## src/rtl/um_counter.sv

```systemverilog
// 8-bit up/down counter for the TinyTapeout user-module harness. It has enable,
// direction, clear, load, wrap/saturate and a /1,/2,/4,/16 prescaler.
module um_counter (
  input  logic [7:0] ui_in,
  output logic [7:0] uo_out,
  input  logic [7:0] uio_in,
  output logic [7:0] uio_out,
  output logic [7:0] uio_oe,
  input  logic       ena,
  input  logic       clk,
  input  logic       rst_n
);

  logic [7:0] count;
  logic [3:0] pcnt;

  logic       c_en, c_dir, c_load, c_clr, c_sat, c_oe;
  logic [1:0] c_presc;
  logic [3:0] presc_mask;
  logic       step;
  logic [7:0] count_next;

  assign c_en    = ui_in[0];
  assign c_dir   = ui_in[1];
  assign c_load  = ui_in[2];
  assign c_clr   = ui_in[3];
  assign c_sat   = ui_in[4];
  assign c_presc = ui_in[6:5];
  assign c_oe    = ui_in[7];

  // Step fires when the low N bits of pcnt are all ones. N=0 gives an empty mask,
  // so every enabled cycle steps.
  always_comb begin
    presc_mask = '0;
    case (c_presc)
      2'b00:   presc_mask = 4'b0000;
      2'b01:   presc_mask = 4'b0001;
      2'b10:   presc_mask = 4'b0011;
      default: presc_mask = 4'b1111;
    endcase
  end

  assign step = ((pcnt & presc_mask) == presc_mask);

  always_comb begin
    count_next = count;
    if (c_dir) begin
      if (count == 8'h00) count_next = c_sat ? 8'h00 : 8'hFF;
      else                count_next = count - 8'd1;
    end else begin
      if (count == 8'hFF) count_next = c_sat ? 8'hFF : 8'h00;
      else                count_next = count + 8'd1;
    end
  end

  always_ff @(posedge clk) begin
    if (!rst_n) begin
      count <= '0;
      pcnt  <= '0;
    end else if (ena) begin
      if (c_clr) begin
        count <= '0;
        pcnt  <= '0;
      end else if (c_load) begin
        count <= uio_in;
        pcnt  <= '0;
      end else if (c_en) begin
        pcnt <= pcnt + 4'd1;
        if (step) count <= count_next;
      end
    end
  end

  assign uo_out  = count;
  assign uio_out = c_oe ? count : '0;
  assign uio_oe  = c_oe ? '1 : '0;

endmodule

```

## config.mk

```make
export PLATFORM = sky130hd
export DESIGN_NAME = um_counter
export DESIGN_NICKNAME = d
export VERILOG_FILES = /design/src/rtl/um_counter.sv
export SDC_FILE = /design/constraint.sdc
export NUM_CORES = 1
export LEC_CHECK = 0
export ABC_CLOCK_PERIOD_IN_PS = 4800
export CAP_MARGIN = 20
export CORE_ASPECT_RATIO = 1.1
export CORE_UTILIZATION = 35
export DETAILED_ROUTE_END_ITERATION = 6
export PLACE_DENSITY = 0.75
export SYNTH_ARGS = -nofsm -noshare
export SYNTH_HDL_FRONTEND = slang
export SYNTH_SLANG_ARGS = --single-unit
```

## constraint.sdc

```tcl
create_clock -name clk -period 4.8 [get_ports clk]
set_input_delay 0.96 -clock clk [delete_from_list [all_inputs] [get_ports clk]]
set_output_delay 0.96 -clock clk [all_outputs]
set_load 0.005 [all_outputs]
```

==> metrics.txt <==
Worst EP arrival 2.38 ns; layer with the highest usage met2; IO Port Bufs 42; hold buffer count at cts 0; CTS max path bufs 2; multi-input logic area 915 sq um; Seq. cell area 240 sq um; Worst-Margin Slew 0.556 ns; commonest cells after routing, fill and taps aside clkdlybuf4s50_1 (42), nand2_1 (16), dfxtp_1 (12); Slew Limit Fails 0; Clk Latency, worst-skew pair 0.24 ns; final hold vios 0; ys async rst share 0%; core region area 3650 sq um; All-Layer GR Usage 17.9%; predominant post-synthesis flop cell dfxtp_1; met2 Use GR 31.0%; dpl cells 245; drt first pass iters 4; sequential area share after synthesis 17.8%; Via density ~5.6; Mapped Nets 198; EDFF count, synth 0; antenna violations before repair 0; most common cell after layout, fill and taps aside clkdlybuf4s50_1; Clock Skews 0.00355 ns; VDD IR max around 180 uV; CTS root buffer clkbuf_8; routing usage on met1 21.8%; WL/cell 13.5 um; Comb pwr share 33.9%; global-route wire length before repair 5600 um; DRC viols 0; Reg clk slew, reported paths 0.05 ns; post-route insts no fill 248; Internal Dissipation approximately 0.22 mW; Sequential Power Share 37.4%; count of clock tree sinks 12; CP max FO 16; Post-DRT Antenna Nets 0; IO Pins 43; vias 1386; Mean Syn Cell Area 7.71 sq um; Clock Power Share 28.7%; Tcrit/Tclk final 69.6%; post-CTS setup buffer count 0; Yosys warning count 0; die area between 4000 and 5000 sq um; final core utilization 46.6%; switching pwr 0.0938 mW; Detail Placement HPWL 2450 um; P_leak between 0.6 and 0.7 nW; R2R setup slack 2.37 ns; Die Y about 67 um; Cell variety after synth 55; P per Cell Area approximately 180 nW/um^2; Data required, critical path 3.84 ns; Core Rows 23; DRC violation total after the first TritonRoute iteration 54; Layout area overhead 26.0%; most area-consuming cells after synthesis dfxtp_1 (18%), buf_4 (5.0%), nand2_1 (4.4%); Critical-path top delay cell clkdlybuf4s50_1; MaxCap Viol Count 0; Die X 61.2 um; Synth Instances between 150 and 200; Post-CTS Resized 0; RSZ-0062 raised after global routing false; CTS Buf Count 3; Synth area leader dfxtp_1; Worst Hold Class flip-flop to flip-flop; switch share just over 30%; synthesized area 1350 sq um; ratio of cells with drive above 1 in the final layout 7.07%; min cycle time layout 3.34 ns; TritonCTS clock tree done; Layout Nets roughly 220; htree depth 1; slowest stage delay, CP 0.71 ns; Final Wtd Congestion 0.897; antenna cells 0; Seq cells post-synth 12; Crit Path Class input port to output port; pin count of the biggest net entering global routing 17; Slew headroom 62.8%; crit end category output port; outcome finished, final reports clean; vias in the first global route 1261; post-synth top area share 17.8%; starting density of the core between 30% and 40%; final setup fails 0; setup TNS 0 ns; routed wire length 3350 um; Max Freq 0.299 GHz; fill count 390; CP dominant cell by count clkdlybuf4s50_1; grt met3 use 3.83%; CP cell instances clkdlybuf4s50_1 -> and2_1 -> clkdlybuf4s50_1; grt ovf 0; startpoint types input port
-- metrics by stage --
step / hold slack [ns] / area (sq um) / power [mW] / setup slack [ns]
finish: 0.527 / 1700 / 0.310 / 1.46
CTS: 0.526 / 1700 / 0.313 / 1.43
floorplan: 0.484 / 1350 / 0.187 / 2.58
global route: 0.600 / 1700 / 0.333 / 1.39
detailed placement: 0.519 / 1660 / 0.222 / 1.44
global placement: 0.512 / 1660 / 0.221 / 1.48
-- synth_stat cells, types with 2 or more instances --
cell and count:
xor2_1 2, nand2b_1 5, ha_1 4, clkbuf_8 2, nand4_1 4, nor2_1 4
inv_1 6, a211oi_1 2, a31oi_1 5, dfxtp_1 12, o31ai_1 4, a21boi_0 3
a32o_1 3, buf_4 9, nor2b_1 3, and4_1 2, nor3_1 4, o221ai_1 3
and2_1 8, or2_2 3, clkbuf_1 6, nand3_1 7, o21ai_0 7, or4_1 2
buf_6 4, nand2_1 16, mux2i_1 4, or2b_1 2, nor3b_1 4, a21oi_1 10
-- layout make-up --
class | count | area share (%)
clock buffers | 3 | 2.43
inverters | 6 | 1.32
multi-input cells | 135 | 53.8
flip-flops and latches | 12 | 14.1
well taps | 50 | 3.68
repair buffers | 42 | 24.7
-- final timing paths --
check / startpoint / end / depth (start not counted)
worst max-delay path: ui_in[7] / uio_out[3] / 3
worst min-delay path: pcnt[1] / pcnt[1] / 2
worst max register to register: uo_out[1] / uo_out[3] / 7
worst min register to register: pcnt[1] / pcnt[1] / 2
-- power by group through the flow --
| stage | sequential, mW | combinational, mW | clock (mW) |
|---|---|---|---|
| 3_3_place_gp | 0.117 | 0.104 | 0 |
| 3_5_place_dp | 0.117 | 0.105 | 0 |
| 6_report | 0.116 | 0.105 | 0.0889 |
| 5_1_grt | 0.117 | 0.117 | 0.0993 |
| 4_1_cts | 0.115 | 0.105 | 0.0925 |
| 2_1_floorplan | 0.109 | 0.0776 | 0 |
-- registers in the layout (all words and copies together), names as in the netlist --
signal / count
pcnt: 4
uo_out: 8
-- routing by layer --
| metal | vias up | wire [um] |
|---|---|---|
| met5 | - | 0 |
| met1 | 644 | 1520 |
| met2 | 48 | 1600 |
| met3 | 4 | 179 |
| met4 | 0 | 46 |
| li1 | 690 | - |
-- logic make-up (layout without fill, tap and decap cells) --
family	after synthesis	after routing	share of synthesized area [%]
fa+ha+maj	4	4	3.71
compound gates	50	50	27.2
flops	12	12	17.8
buf+inv	28	51	14.5
mux	4	4	2.97
simple gates	74	74	32.0
xor+xnor	3	3	1.95
-- critical path: cells and delay by family --
| family | cells | cell delay (ns) |
|---|---|---|
| buffers and inverters | 2 | 1.22 |
| and+or+nand+nor | 1 | 0.20 |
Note: power is estimated with default switching activity, not from simulation.
